File: config.mk
export PLATFORM = sky130hd
export DESIGN_NAME = dm_port_arbiter
export DESIGN_NICKNAME = d
export VERILOG_FILES = /design/src/rtl/dm_port_arbiter_pkg.sv /design/src/rtl/dm_port_arbiter_wb_fifo.sv /design/src/rtl/dm_port_arbiter.sv
export SDC_FILE = /design/constraint.sdc
export NUM_CORES = 1
export LEC_CHECK = 0
export ABC_CLOCK_PERIOD_IN_PS = 4000
export BUFFER_PORTS_ARGS = -buffer_cell sky130_fd_sc_hd__clkbuf_2
export CORE_ASPECT_RATIO = 2
export CORE_UTILIZATION = 45
export CTS_BUF_LIST = sky130_fd_sc_hd__clkbuf_4
export DETAILED_ROUTE_END_ITERATION = 10
export HOLD_SLACK_MARGIN = 0.12
export PLACE_DENSITY = 0.78
export REMOVE_ABC_BUFFERS = 1
export SYNTH_ARGS = -nofsm -noshare
export SYNTH_HDL_FRONTEND = slang
export SYNTH_HIERARCHICAL = 1
export SYNTH_SLANG_ARGS = --single-unit
File: constraint.sdc
create_clock -name clk -period 4 [get_ports clk]
set_input_delay 0.6 -clock clk [delete_from_list [all_inputs] [get_ports clk]]
set_output_delay 0.6 -clock clk [all_outputs]
set_load 0.01 [all_outputs]
File: src/rtl/dm_port_arbiter_pkg.sv
// Shared types for the data-memory port arbiter and its write buffer.
// Optional store-to-load forwarding is enabled by defining DM_ARB_FWD_EN.
package dm_port_arbiter_pkg;

  typedef struct packed {
    logic [31:0] addr;
    logic [31:0] wdata;
    logic [31:0] wmask;
    logic        valid;
  } wb_entry_t;

  typedef enum logic [1:0] {
    GNT_IDLE,
    GNT_LOAD,
    GNT_DRAIN
  } grant_e;

  // Active-low bit mask meaning "write nothing".
  localparam logic [31:0] MASK_NONE = 32'hFFFF_FFFF;

endpackage

File: src/rtl/dm_port_arbiter_wb_fifo.sv
// In-order circular write buffer: exposes head entry, count and a per-entry word match vector.
// With DM_ARB_FWD_EN defined it also reports the youngest matching entry for forwarding.
module wb_fifo
  import dm_port_arbiter_pkg::*;
#(
  parameter int DEPTH = 4,
  localparam int PW = $clog2(DEPTH),
  localparam int CW = PW + 1
) (
  input  logic             clk,
  input  logic             rst,
  input  logic             push_i,
  input  logic [31:0]      push_addr_i,
  input  logic [31:0]      push_wdata_i,
  input  logic [31:0]      push_wmask_i,
  input  logic             pop_i,
  input  logic [29:0]      match_word_i,
  output wb_entry_t        head_o,
  output logic [CW-1:0]    count_o,
  output logic [DEPTH-1:0] match_o
`ifdef DM_ARB_FWD_EN
  ,
  output logic             fwd_hit_o,
  output logic [31:0]      fwd_wdata_o,
  output logic [31:0]      fwd_wmask_o
`endif
);

  wb_entry_t         mem_q [DEPTH];
  logic [PW-1:0]     head_q, tail_q;
  logic [CW-1:0]     count_q;

  always_ff @(posedge clk) begin
    if (rst) begin
      head_q  <= '0;
      tail_q  <= '0;
      count_q <= '0;
      for (int i = 0; i < DEPTH; i++) mem_q[i] <= '0;
    end else begin
      if (push_i) begin
        mem_q[tail_q] <= '{addr: push_addr_i, wdata: push_wdata_i,
                           wmask: push_wmask_i, valid: 1'b1};
        tail_q <= tail_q + 1'b1;
      end
      if (pop_i) begin
        mem_q[head_q].valid <= 1'b0;
        head_q <= head_q + 1'b1;
      end
      case ({push_i, pop_i})
        2'b10:   count_q <= count_q + 1'b1;
        2'b01:   count_q <= count_q - 1'b1;
        default: count_q <= count_q;
      endcase
    end
  end

  assign head_o  = mem_q[head_q];
  assign count_o = count_q;

  always_comb begin
    match_o = '0;
    for (int i = 0; i < DEPTH; i++)
      match_o[i] = mem_q[i].valid && (mem_q[i].addr[31:2] == match_word_i);
  end

`ifdef DM_ARB_FWD_EN
  logic [PW-1:0] idx;
  // Walk oldest to youngest so the last hit wins.
  always_comb begin
    idx         = '0;
    fwd_hit_o   = 1'b0;
    fwd_wdata_o = '0;
    fwd_wmask_o = MASK_NONE;
    for (int k = 0; k < DEPTH; k++) begin
      idx = head_q + PW'(k);
      if (match_o[idx]) begin
        fwd_hit_o   = 1'b1;
        fwd_wdata_o = mem_q[idx].wdata;
        fwd_wmask_o = mem_q[idx].wmask;
      end
    end
  end
`endif

endmodule

File: src/rtl/dm_port_arbiter.sv
// Single-port DM arbiter: loads first, buffered stores drained when idle, full, conflicting or starved.
// Define DM_ARB_FWD_EN to forward full-word buffered stores to conflicting loads.
module dm_port_arbiter
  import dm_port_arbiter_pkg::*;
#(
  parameter int WB_DEPTH   = 4,
  parameter int STARVE_MAX = 7
) (
  input  logic        clk,
  input  logic        rst,
  input  logic        ld_req_valid,
  input  logic [31:0] ld_req_addr,
  output logic        ld_req_ready,
  input  logic        ld_kill,
  output logic        ld_rsp_valid,
  output logic [31:0] ld_rsp_data,
  input  logic        st_req_valid,
  input  logic [31:0] st_req_addr,
  input  logic [31:0] st_req_wdata,
  input  logic [31:0] st_req_wmask,
  output logic        st_req_ready,
  output logic        wb_empty,
  input  logic [31:0] DM_rd_data,
  output logic        DM_r_en,
  output logic [31:0] DM_w_en,
  output logic [31:0] DM_addr,
  output logic [31:0] DM_w_data
);

  localparam int CW = $clog2(WB_DEPTH) + 1;
  localparam int SW = $clog2(STARVE_MAX + 1);

  wb_entry_t         head;
  logic [CW-1:0]     count;
  logic [WB_DEPTH-1:0] match;
  logic [SW-1:0]     starve_q, starve_d;
  logic              rsp_valid_q, rsp_valid_d;
  grant_e            gnt;
  logic              wb_nonempty, wb_full, starved, enq;
  logic              st_conflict, conflict, drain, load_gnt, fwd_sel;

  // Valid head bit tracks non-empty exactly: pops clear it, pushes land at the tail.
  assign wb_nonempty  = head.valid;
  assign wb_full      = (count == CW'(WB_DEPTH));
  assign starved      = (starve_q == SW'(STARVE_MAX));
  assign st_req_ready = !wb_full;
  assign wb_empty     = !wb_nonempty;
  assign enq          = st_req_valid && st_req_ready;
  assign st_conflict  = enq && (st_req_addr[31:2] == ld_req_addr[31:2]);
  assign conflict     = ld_req_valid && ((|match) || st_conflict);

`ifdef DM_ARB_FWD_EN
  logic        fwd_hit, fwd_ok;
  logic [31:0] fwd_wdata, fwd_wmask;
  logic        fwd_q;
  logic [31:0] fwd_data_q;
`endif

  wb_fifo #(.DEPTH(WB_DEPTH)) u_wb (
    .clk          (clk),
    .rst          (rst),
    .push_i       (enq),
    .push_addr_i  (st_req_addr),
    .push_wdata_i (st_req_wdata),
    .push_wmask_i (st_req_wmask),
    .pop_i        (drain),
    .match_word_i (ld_req_addr[31:2]),
    .head_o       (head),
    .count_o      (count),
    .match_o      (match)
`ifdef DM_ARB_FWD_EN
    ,
    .fwd_hit_o    (fwd_hit),
    .fwd_wdata_o  (fwd_wdata),
    .fwd_wmask_o  (fwd_wmask)
`endif
  );

`ifdef DM_ARB_FWD_EN
  assign fwd_ok = ld_req_valid && fwd_hit && (fwd_wmask == '0) && !st_conflict;
`endif

  always_comb begin
    gnt     = GNT_IDLE;
    fwd_sel = 1'b0;
    if (!rst) begin
      if (wb_nonempty && (wb_full || starved || conflict)) gnt = GNT_DRAIN;
      else if (ld_req_valid && !conflict)                  gnt = GNT_LOAD;
      else if (wb_nonempty)                                gnt = GNT_DRAIN;
`ifdef DM_ARB_FWD_EN
      // Forwarded load rides along with a drain of the head entry.
      if (fwd_ok && !wb_full && !starved) begin
        gnt     = GNT_LOAD;
        fwd_sel = 1'b1;
      end
`endif
    end
  end

  assign drain        = (gnt == GNT_DRAIN) || fwd_sel;
  assign load_gnt     = (gnt == GNT_LOAD);
  assign ld_req_ready = load_gnt;

  always_comb begin
    DM_r_en   = 1'b0;
    DM_addr   = '0;
    DM_w_en   = MASK_NONE;
    DM_w_data = '0;
    if (drain) begin
      DM_addr   = head.addr;
      DM_w_en   = head.wmask;
      DM_w_data = head.wdata;
    end else if (load_gnt) begin
      DM_r_en = 1'b1;
      DM_addr = ld_req_addr;
    end
  end

  always_comb begin
    starve_d = starve_q;
    if (!wb_nonempty || drain)        starve_d = '0;
    else if (load_gnt && !starved)    starve_d = starve_q + 1'b1;
    rsp_valid_d = load_gnt && !ld_kill;
  end

  always_ff @(posedge clk) begin
    if (rst) begin
      starve_q    <= '0;
      rsp_valid_q <= 1'b0;
`ifdef DM_ARB_FWD_EN
      fwd_q       <= 1'b0;
      fwd_data_q  <= '0;
`endif
    end else begin
      starve_q    <= starve_d;
      rsp_valid_q <= rsp_valid_d;
`ifdef DM_ARB_FWD_EN
      fwd_q       <= fwd_sel;
      fwd_data_q  <= fwd_wdata;
`endif
    end
  end

  assign ld_rsp_valid = rsp_valid_q;
`ifdef DM_ARB_FWD_EN
  assign ld_rsp_data  = fwd_q ? fwd_data_q : DM_rd_data;
`else
  assign ld_rsp_data  = DM_rd_data;
`endif

endmodule

* Word level (Yosys, flattened, before mapping) *
Memories as Yosys holds them, arrays and structs flattened. A register that Yosys moved wholly into a read port is not among the register bits.
Index checks and enable logic that the tools add are counted.

operators by class
  $add $sub $neg = 5
  $mul = 0
  divide/modulo/power cells = 0
  order comparisons = 0
  equal/unequal tests = 11
  shifts and indexed selects = 0
  multiplexer cells = 27
  bitwise logic cells = 0
  reductions and logical operators = 25

operators with widths
  operator                                           count
  2-to-1 mux 97 bit                                  2
  OR reduction 97 bit                                2
  == test 30 bit                                     5
  2-to-1 mux 32 bit                                  4
  2-to-1 mux 2 bit                                   9
  logical AND 1 bit                                  11
  2-to-1 mux 1 bit                                   11
  adder 3 x 1 -> 3 bit (second input constant)       2
  == test 3 bit (second input constant)              2
  case mux 3 bit (2 select lines)                    1
  zero test 1 bit                                    5
  adder 2 x 1 -> 2 bit (second input constant)       2
  == test 2 x 1 -> 1 bit (second input constant)     2
  == test 2 bit (second input constant)              2
  logical OR 1 bit                                   4
  OR reduction 4 bit                                 1
  subtractor 3 x 1 -> 3 bit (second input constant)  1
  nonzero test 2 bit                                 1
  OR reduction 2 bit                                 1

word-level totals
  bits in registers = 11
  bits in latches = 0
  memory bits (writable) = 388
  memory bits (read-only) = 0
  logic and storage cells = 74
  memories kept = 1

memory list
  name        words  width  read ports  clocked after Yosys merged registers in  wr ports  line                           RTL
  u_wb.mem_q  4      97     5           1                                        4         dm_port_arbiter_wb_fifo.sv:29  wb_entry_t mem_q [DEPTH];

* Longest topological paths before layout *
Gate-level depths: netlist (run 1).

  word-level depth = 17
  gate-level depth with buffers = 16

* Modules after synthesis *
Netlist (run 1), hierarchy kept.

by module, submodules not included
  module           times used  cells an instance  area each (sq um)  sequential area each (sq um)
  wb_fifo          1           1186               18615.4            11791.3
  dm_port_arbiter  1           206                1545.2             80.1

* Worst setup path before layout (run 1) *
No wires, ideal clock.

  path type = input -> register
  from = input st_req_valid
  to = memory u_wb/mem_q[1][10] (netlist bit), enable pin
  setup time = 0.461 ns
  arrival = 3.539 ns
  path slack = 0.000 ns
  cell stages on the path = 5
  buffers on the path = 1
  cells stage by stage = and2_1 nand2b_1 nor3b_2 buf_2 or2_1

RTL lines
  element          line                           RTL
  start, declared  dm_port_arbiter.sv:17          input logic st_req_valid,
  end, declared    dm_port_arbiter_wb_fifo.sv:29

==> impl_metrics.toml, run 1 <==
[outcome]
status = "complete, but fails checks"
violations = "setup timing"

[cells_and_area]
postLayoutCellArea_um2 = 24830
final_cell_count_no_fill = 2368
finalNetCount = 1914
fillCellCount = 3517
layout-drive-gt1-share_pct = 33.68
area_delta_synth_final_pct = 23.16

[global_route]
antenna_found_initial = 12
grt_pass1_wl_um = 85030
grt_max_degree = 98
grt_overflow = 0
grt_pass1_vias = 14138
groute.usage.overall_pct = 26.03

[timing]
timing.fmax_mhz = 225.8
tightest_slew_ns = 1.042
fin_hold_ws_ns = 0.3055
rsz0062_at_grt = "yes"
setup_viol = 98
drv_slew = 0
hold_viol_final = 0
clock_skew_ns = 0.08149
tns_ns = -35.57
worst_slack_ns = -0.4290
slew_headroom_pct = 30.50
fin_crit_sh_pct = 110.7
period_minus_slack_ns = 4.429

[place]
finalWeightedCongestion = 0.9546
io_buffers = 233
dp_hpwl_um = 35800
place_inst = 2087
placed_area_um2 = 21810

[min_path]
hold_path.class = "in2reg"

[routing]
wl_per_cell_um = 25.21
route.detailed.drc = 0
routed_via_density = 5.674
dr.pass1.iters = 5
routed_wirelength_um = 59690
drt_iter0_drc = 924
via_count = 13435
ant_nets = 0

[yosys]
yosys_warnings = 6
async_reset_ff_share_pct = 0
ys_types = 41
synth.most_common_cell = "edfxtp_1"
ys_seq_area_share_pct = 58.88
syn-cell-area_um2 = 20160
netlist_instances = 1392
ys_seq_elements = 401
avgSynthCellArea_um2 = 14.48
yosysTopAreaCellShare_pct = 57.20
ys_top_cells_by_count = "edfxtp_1, and2_1, xnor2_1"
synth_ff_type = "edfxtp_1"
synthTopCellsByArea = "edfxtp_1, mux4_2, and2_1, xnor2_1, and3_1"
synth-edff-count = 384
yosysTopAreaCell = "edfxtp_1"

[pwr]
switching_share_pct = 25.58
power.share.clock_pct = 33.5
switching_power_mw = 2.503
leakage_nw = 9.709
p_per_area_nw_per_um2 = 394.0
finalPower_mw = 9.784
combPwrFrac_pct = 15.1
power.internal_mw = 7.281
power_frac_seq_pct = 51.5
vdd.ir_drop.worst_mv = 0.3034

[cts]
cts_max_level = 3
clkSinkCount = 401
clock_tree.root_cell = "clkbuf_4"
clkSlewWorstSetupHoldPaths_ns = 0.07
numCtsBuffers = 89
clock_latency_ns = 0.81
cts_tree = "done"
clockBufferDepth = 3

[critical_path]
worst_setup_path_end_kind = "output pin"
crit_required_ns = 3.40
cpMostUsedCell = "nor4_1"
crit_slowest_cell = "nor4_1"
crit_path_start_kind = "register"
worstPathArrival_ns = 3.83
path_buf_inv = 4
cpLargestDelayFamily = "simple AND/OR/NAND/NOR gates"
path_class = "reg2out"
cp_cell_sequence = "xor2_1, nor4_1, nand4_1, nor4_2, nor4_1, nand2_1, nor3_2, a211oi_4, buf_6, buf_12, clkbuf_16, and2_1, buf_2"
cp_max_fo = 10
slowest_delay_ns = 0.43

[die]
dieArea_um2 = 45700
fp-row-count = 109
die_height_um = 301.3
coreArea_um2 = 44190
ios = 298
start_util_pct = 45.63
die_w_um = 151.7

[run]
drv_cap = 0
==> layer usage <==
layer | wire (µm) | vias to the layer above | part of all wire, % | track usage, %
li1 | - | 5825 | - | -
met1 | 20170 | 6698 | 34 | 28.03
met2 | 31670 | 722 | 53 | 45.06
met3 | 4511 | 182 | 7.6 | 6.566
met4 | 3301 | 8 | 5.5 | 15.82
met5 | 47 | - | 0.079 | 0
==> placed cells by master, fill, tap and decap left out, types with 24 or more instances in the layout <==
| cell type | synthesis | final |
|---|---|---|
| edfxtp_1 | 384 | 384 |
| and2_1 | 321 | 304 |
| clkbuf_2 | 0 | 174 |
| clkbuf_4 | 0 | 122 |
| xnor2_1 | 132 | 120 |
| dlygate4sd3_1 | 0 | 98 |
| and3_1 | 98 | 97 |
| mux4_2 | 97 | 97 |
| buf_4 | 39 | 39 |
| buf_6 | 17 | 37 |
| nand4_1 | 35 | 35 |
| nand2b_1 | 33 | 25 |
| a22o_1 | 32 | 25 |
| buf_2 | 27 | 24 |
==> flip-flops by register name, indices dropped and copies added, names as in the netlist, named ones only <==
name	count
u_wb/tail_q	2
u_wb/count_o	3
ld_rsp_valid	1
starve_q	3
u_wb/head_q	2
u_wb/mem_q	388
==> metrics by stage <==
stage,setup WS (ns),utilization (%)
2_1_floorplan,-5.183,-
3_3_place_gp,-0.05957,49.36
3_5_place_dp,-0.1211,49.36
4_1_cts,-0.3269,55.12
5_1_grt,-0.5737,56.19
6_report,-0.4290,56.19
==> cell type report <==
cell class	count	area [µm²]	share of cell area [%]
antenna	8	20.02	0.08063
inverter	10	37.54	0.1512
clock buffer	122	915.9	3.689
sequential	401	11880	47.84
multi-input combinational	836	7736	31.16
clock inverter	33	242.7	0.9776
timing repair buffer	403	3303	13.30
tap	555	694.4	2.797
==> path summary, 6_finish.rpt <==
| path | from | end | slack [ns] | depth (start not counted) |
|---|---|---|---|---|
| max | u_wb/mem_q[2][93]$_SDFFCE_PN0P_ | DM_w_data[22] | -0.43 | 13 |
| min | rst | u_wb/head_q[0]$_SDFFE_PP0P_ | 0.31 | 2 |
| min reg2reg | u_wb/count_o[2]$_SDFFE_PP0P_ | u_wb/count_o[2]$_SDFFE_PP0P_ | 0.53 | 2 |
| max reg2reg | u_wb/mem_q[2][93]$_SDFFCE_PN0P_ | u_wb/count_o[2]$_SDFFE_PP0P_ | 0.22 | 15 |
==> cells by family (layout without fill, tap and decap cells) <==
group / Yosys count / count (layout) / share of synthesized area, %
and+or+nand+nor: 528 / 528 / 16.48
DFF: 401 / 401 / 58.88
xor gates and xnor gates: 156 / 156 / 6.963
buffers and inverters: 155 / 568 / 4.413
muxes: 98 / 98 / 10.89
AOI/OAI and AO/OA: 46 / 46 / 1.843
adders and majority gates: 8 / 8 / 0.5337
other: 0 / 8 / 0
==> power by group through the flow <==
stage               clock, mW  sequential [mW]  combinational (mW)
floorplan                   0             5.13               0.679
global placement            0             5.09                1.26
detailed placement          0             5.12                1.28
CTS                      3.35             5.03                1.42
global route             3.52             5.06                1.55
finish                   3.28             5.03                1.47
==> repair_timing <==
action,in CTS,in global routing
setup buffers,8,9
hold buffers,98,0
setup endpoints to repair,98,98
cloned,3,3
gates resized for setup,46,128
pin swaps,30,16
endpoints found under the hold margin,361,0
==> worst register-to-register path, stage by stage, from the launching register on <==
cell      delay, ns
edfxtp_1       0.42
xor2_1         0.24
nor4_1         0.44
nand4_1        0.30
nor4_2         0.37
nor4_1         0.09
nand2_1        0.12
nor3_2         0.06
a211oi_4       0.25
buf_6          0.19
ha_1           0.19
inv_1          0.06
fa_1           0.39
xor2_1         0.19
or3_1          0.30
a21oi_1        0.15
(Power assumes the default switching activity.)
==> run 2, diff against run 1 <==
- ABC_CLOCK_PERIOD_IN_PS: 4000 -> 3800
- CELL_PAD_IN_SITES_DETAIL_PLACEMENT: unset -> 0
- CELL_PAD_IN_SITES_GLOBAL_PLACEMENT: unset -> 1
- CORE_UTILIZATION: 45 -> 44
- PLACE_DENSITY: 0.78 -> 0.88
- clock period: 4 -> 3.8 ns (I/O delays scaled with it)
==> run 2 against run 1 <==
The run still ends with setup timing left. Sequential power grew 5.2%. Worst setup slack lost 0.35 ns. Die area grew 2.3%. Clock skew shrank 0.035 ns. Utilization shrank 1.1 points. Largest cell class unchanged.
==> impl_metrics.toml, run 2 (synthesis gave the netlist of run 1 again) <==
[timing]
setup_viol = 99
tightest_slew_ns = 1.261
timing.fmax_mhz = 218.2
slew_headroom_pct = 15.92
drv_slew = 0
period_minus_slack_ns = 4.582
hold_viol_final = 0
rsz0062_at_grt = "yes"
fin_crit_sh_pct = 120.6
clock_skew_ns = 0.04678
worst_slack_ns = -0.7820

[routing]
route.detailed.drc = 0
wl_per_cell_um = 25.91
routed_via_density = 5.659
routed_wirelength_um = 62470
drt_iter0_drc = 1086
via_count = 13643
dr.pass1.iters = 6
ant_nets = 0

[pwr]
power.internal_mw = 7.809
power.share.clock_pct = 34.4
p_per_area_nw_per_um2 = 422.3
leakage_nw = 9.813
finalPower_mw = 10.51
switching_share_pct = 25.67
power_frac_seq_pct = 50.4
combPwrFrac_pct = 15.3
vdd.ir_drop.worst_mv = 0.2769
switching_power_mw = 2.697

[critical_path]
startpoint = "u_wb/mem_q[1][67]$_SDFFCE_PN0P_"
slowest_delay_ns = 0.64
cpMostUsedCell = "buf_6"
path_class = "reg2out"
crit_required_ns = 3.23
cp.depth = 14
endpoint = "DM_addr[31]"
crit_slowest_cell = "or4_4"
rr_worst_depth = 16
r2r-end = "u_wb/count_o[2]$_SDFFE_PP0P_"
reg2reg_slack_ns = -0.11
crit_path_start_kind = "register"
cp_max_fo = 7
path_buf_inv = 5
worstPathArrival_ns = 4.01
r2r-start = "u_wb/mem_q[1][67]$_SDFFCE_PN0P_"
cp_cell_sequence = "xnor2_1, nand4_1, or4_4, nor4_4, nor4_1, nand2_1, nor3_2, a211oi_4, buf_6, buf_6, buf_12, buf_16, a22o_1, clkbuf_2"
cpLargestDelayFamily = "simple AND/OR/NAND/NOR gates"
worst_setup_path_end_kind = "output pin"

[global_route]
grt_max_degree = 98
groute.usage.overall_pct = 26.64
grt_pass1_vias = 14339
grt_overflow = 0
grt_pass1_wl_um = 90160
antenna_found_initial = 10

[cells_and_area]
layout_commonest_cell = "edfxtp_1"
layout-drive-gt1-share_pct = 34.24
largest_reg_flops = 388
finalNetCount = 1948
area_delta_synth_final_pct = 23.39
layout_common_cells = "edfxtp_1, and2_1, clkbuf_2, clkbuf_4, xnor2_1"
top_register = "u_wb/mem_q"

[die]
ios = 298
die_w_um = 153.4
die_height_um = 304.7
start_util_pct = 44.66
dieArea_um2 = 46730
fp-row-count = 110
coreArea_um2 = 45140

[outcome]
status = "complete, but fails checks"
violations = "setup timing"

[cts]
clkSinkCount = 401
clock_tree.root_cell = "clkbuf_4"
numCtsBuffers = 89
cts_tree = "done"
cts_max_level = 3
clock_latency_ns = 0.79
clkSlewWorstSetupHoldPaths_ns = 0.08
clockBufferDepth = 3

[run]
drv_cap = 0

[place]
finalWeightedCongestion = 0.9966
dp_slack_ns = -0.1725
io_buffers = 233
dp_hpwl_um = 35920

[min_path]
hold_path.class = "in2reg"
[run 2: layout make-up]
| type | count | area, µm² |
|---|---|---|
| repair buffers | 437 | 3390 |
| clock inverters | 31 | 260.3 |
| flip-flops and latches | 401 | 11880 |
| fillers | 3707 | 20270 |
| multi-input cells | 836 | 7629 |
| inverters | 10 | 37.54 |
| well taps | 560 | 700.7 |
| clock buffers | 128 | 960.9 |
| diodes | 8 | 20.02 |
[run 2: layer usage]
layer  vias up  global-route usage [%]  share of wire, %
met4         8                   15.47               5.3
met3       163                   5.488               7.6
li1       5899                       -                 -
met2       767                   46.30                52
met1      6806                   30.13                35
met5         -                  0.7407              0.14
[run 2: worst min path at each step]
| stage | depth (start not counted) | start | endpoint | slack (ns) |
|---|---|---|---|---|
| final | 2 | st_req_addr[19] | u_wb/mem_q[3][84]$_DFFE_PP_ | 0.22 |
| after floorplan | 2 | u_wb/count_o[2]$_SDFFE_PP0P_ | u_wb/count_o[2]$_SDFFE_PP0P_ | 0.45 |
| after global placement | 2 | u_wb/count_o[2]$_SDFFE_PP0P_ | u_wb/count_o[2]$_SDFFE_PP0P_ | 0.48 |
| after CTS | 2 | st_req_addr[19] | u_wb/mem_q[3][84]$_DFFE_PP_ | 0.12 |
| after detailed placement | 2 | u_wb/count_o[2]$_SDFFE_PP0P_ | u_wb/count_o[2]$_SDFFE_PP0P_ | 0.50 |
| after global routing | 2 | st_req_addr[19] | u_wb/mem_q[3][84]$_DFFE_PP_ | 0.14 |
[run 2: metrics by stage]
| step | hold WS [ns] | area [µm²] | setup TNS (ns) | cells | util (%) |
|---|---|---|---|---|---|
| floorplan | 0.4478 | 19310 | -1528.35 | 1247 | - |
| global placement | 0.4795 | 21970 | -11.34 | 2121 | 48.68 |
| detailed placement | 0.5030 | 21970 | -10.43 | 2121 | 48.68 |
| CTS | 0.1209 | 24670 | -55.00 | 2395 | 54.65 |
| global route | 0.1418 | 24880 | -86.65 | 2411 | 55.11 |
| finish | 0.2218 | 24880 | -70.48 | 2411 | 55.11 |
[run 2: worst reg2reg max path, cell delays in order, from the launching register on]
cell	delay [ns]
edfxtp_1	0.41
xnor2_1	0.21
nand4_1	0.35
or4_4	0.65
nor4_4	0.16
nor4_1	0.08
nand2_1	0.13
nor3_2	0.09
a211oi_4	0.28
buf_4	0.15
buf_4	0.10
ha_1	0.17
inv_1	0.06
fa_1	0.37
xor2_1	0.18
or3_1	0.33
a21oi_2	0.14
[run 2: power by group through the flow]
stage               Clock (mW)  Sequential (mW)  Combinational [mW]
floorplan                    0             5.40               0.715
global placement             0             5.36                1.38
detailed placement           0             5.39                1.39
CTS                       3.69             5.29                1.57
global route              3.88             5.32                1.68
finish                    3.61             5.29                1.60
[run 2: timing repair]
item / in CTS / in global routing
endpoints found under the hold margin: 390 / 0
setup buffers: 9 / 4
cloned: 8 / 4
endpoints found under the setup margin: 98 / 99
gates resized for setup: 38 / 40
hold buffers: 98 / 0
pin swaps: 32 / 13
==> run 3, diff against run 2 <==
- BUFFER_PORTS_ARGS: -buffer_cell sky130_fd_sc_hd__clkbuf_2 -> unset
- CORE_UTILIZATION: 44 -> 45
- DONT_BUFFER_PORTS: unset -> 1
- PLACE_DENSITY: 0.88 -> 0.82
==> run 3 against run 2 <==
The flow still finishes with violations (setup timing). Combinational power shrank 10%. Final cell count shrank 12%. Routed wire length shrank 4.9%. Worst hold slack gained 0.093 ns. Sequential share of layout area grew 2.3 points. Clock skew shrank 0.010 ns. Register-to-register slack gained 0.21 ns. Cell area shrank 4.6%. Fmax grew 7.4%. First-iteration DRC count shrank 16%. Power shrank 3.7%. Critical path type unchanged. Critical endpoint is now DM_w_en[17].
==> impl_metrics.toml, run 3 (synthesis gave the netlist of run 1 again) <==
[timing]
period_minus_slack_ns = 4.266
rsz0062_at_grt = "yes"
hold_viol_final = 0
slew_headroom_pct = 39.53
tightest_slew_ns = 0.9071
timing.fmax_mhz = 234.4
setup_viol = 98
clock_skew_ns = 0.03662
worst_slack_ns = -0.4663
drv_slew = 0
fin_hold_ws_ns = 0.3144
fin_crit_sh_pct = 112.3
tns_ns = -41.06

[critical_path]
cp_max_fo = 8
crit_required_ns = 3.23
cpLargestDelayFamily = "simple AND/OR/NAND/NOR gates"
slowest_delay_ns = 0.41
worstPathArrival_ns = 3.70
crit_path_start_kind = "register"
cp_cell_sequence = "xor2_1, buf_4, nor4_2, buf_4, nand4_1, nor4_4, nor4_1, nand2_1, nor3_4, a211oi_4, buf_12, buf_12, buf_16, nand2b_4"
path_class = "reg2out"
worst_setup_path_end_kind = "output pin"
path_buf_inv = 5
crit_slowest_cell = "edfxtp_1"

[cells_and_area]
layout_commonest_cell = "edfxtp_1"
layout_common_cells = "edfxtp_1, and2_1, clkbuf_4, xnor2_1, dlygate4sd3_1"
top_register = "u_wb/mem_q"
largest_reg_flops = 388
finalNetCount = 1675
area_delta_synth_final_pct = 17.67
post-route-util_pct = 53.69
final_cell_count_no_fill = 2131
postLayoutCellArea_um2 = 23720
layout-drive-gt1-share_pct = 27.59

[die]
start_util_pct = 45.63
ios = 298
coreArea_um2 = 44190
dieArea_um2 = 45700
fp-row-count = 109
die_w_um = 151.7
die_height_um = 301.3

[place]
place_inst = 1845
finalWeightedCongestion = 0.9099
dp_slack_ns = -0.07852
io_buffers = 0
dp_hpwl_um = 34890
placed_area_um2 = 20570

[routing]
routed_wirelength_um = 59380
drt_iter0_drc = 910
ant_nets = 0
route.detailed.drc = 0
routed_via_density = 5.752
dr.pass1.iters = 7
wl_per_cell_um = 27.87
via_count = 12258

[global_route]
antenna_found_initial = 2
top_usage_layer = "met2"
grt.met3_usage_pct = 6.626
grt_overflow = 0
grt_pass1_vias = 12923
met2_usage_pct = 44.88
grt_pass1_wl_um = 83690
grt_max_degree = 98
groute.usage.overall_pct = 26.11
grtUsageMet1_pct = 29.02

[cts]
clock_tree.root_cell = "clkbuf_4"
cts_tree = "done"
clkSinkCount = 401
numCtsBuffers = 91
clockBufferDepth = 3
clock_latency_ns = 0.77
cts_max_level = 3
clkSlewWorstSetupHoldPaths_ns = 0.06

[outcome]
violations = "setup timing"
status = "complete, but fails checks"

[pwr]
finalPower_mw = 10.12
leakage_nw = 8.855
p_per_area_nw_per_um2 = 426.6
vdd.ir_drop.worst_mv = 0.3141

[run]
drv_cap = 0

[min_path]
hold_path.class = "in2reg"
==> run 3: cell types whose count changed in the layout (fill, tap and decap cells not counted), sizes merged <==
cell / before / now
clkinv: 23 / 24
diode: 8 / 3
clkinvlp: 1 / 2
buf: 128 / 62
clkbuf: 339 / 137
bufinv: 5 / 1
==> run 3: layer usage <==
layer / vias to the layer above / wire (µm) / share of wire, %
li1: 5360 / - / -
met1: 6200 / 20340 / 34
met2: 583 / 31400 / 53
met3: 115 / 4729 / 8.0
met4: 0 / 2910 / 4.9
met5: - / 0 / 0
==> run 3: tightest hold or removal path, delay by kind of cell <==
kind / cells / cell delay (ns)
simple gates: 2 / 0.25
xor+xnor: 1 / 0.19
==> run 3: area by class of cell <==
type,count,area [µm²]
multi-input combinational,836,8098
inverter,10,37.54
clock buffer,135,1013
sequential,401,11880
timing repair buffer,162,1844
clock inverter,29,148.9
fill,3692,20460
tap,555,694.4
antenna,3,7.507
==> run 3: where the power goes <==
part	switching, mW	internal [mW]	total, mW
sequential	0.125	5.17	5.29
combinational	0.767	0.673	1.44
clock	1.69	1.70	3.39
==> run 3: repair_timing <==
action | CTS | global route
pin swaps | 21 | 24
setup endpoints to repair | 98 | 99
gates resized for setup | 95 | 31
hold buffers | 98 | 0
hold endpoints to repair | 398 | 0
gates cloned | 5 | 4
setup buffers | 10 | 5
==> run 3: final timing paths <==
path | from | to | slack, ns | cells past startpoint
min reg2reg | u_wb/count_o[1]$_SDFFE_PP0P_ | u_wb/count_o[1]$_SDFFE_PP0P_ | 0.53 | 2
max | u_wb/mem_q[3][93]$_DFFE_PP_ | DM_w_en[17] | -0.47 | 14
min | st_req_valid | u_wb/tail_q[0]$_SDFFE_PP0P_ | 0.31 | 3
max reg2reg | u_wb/mem_q[3][93]$_DFFE_PP_ | u_wb/count_o[2]$_SDFFE_PP0P_ | 0.10 | 17
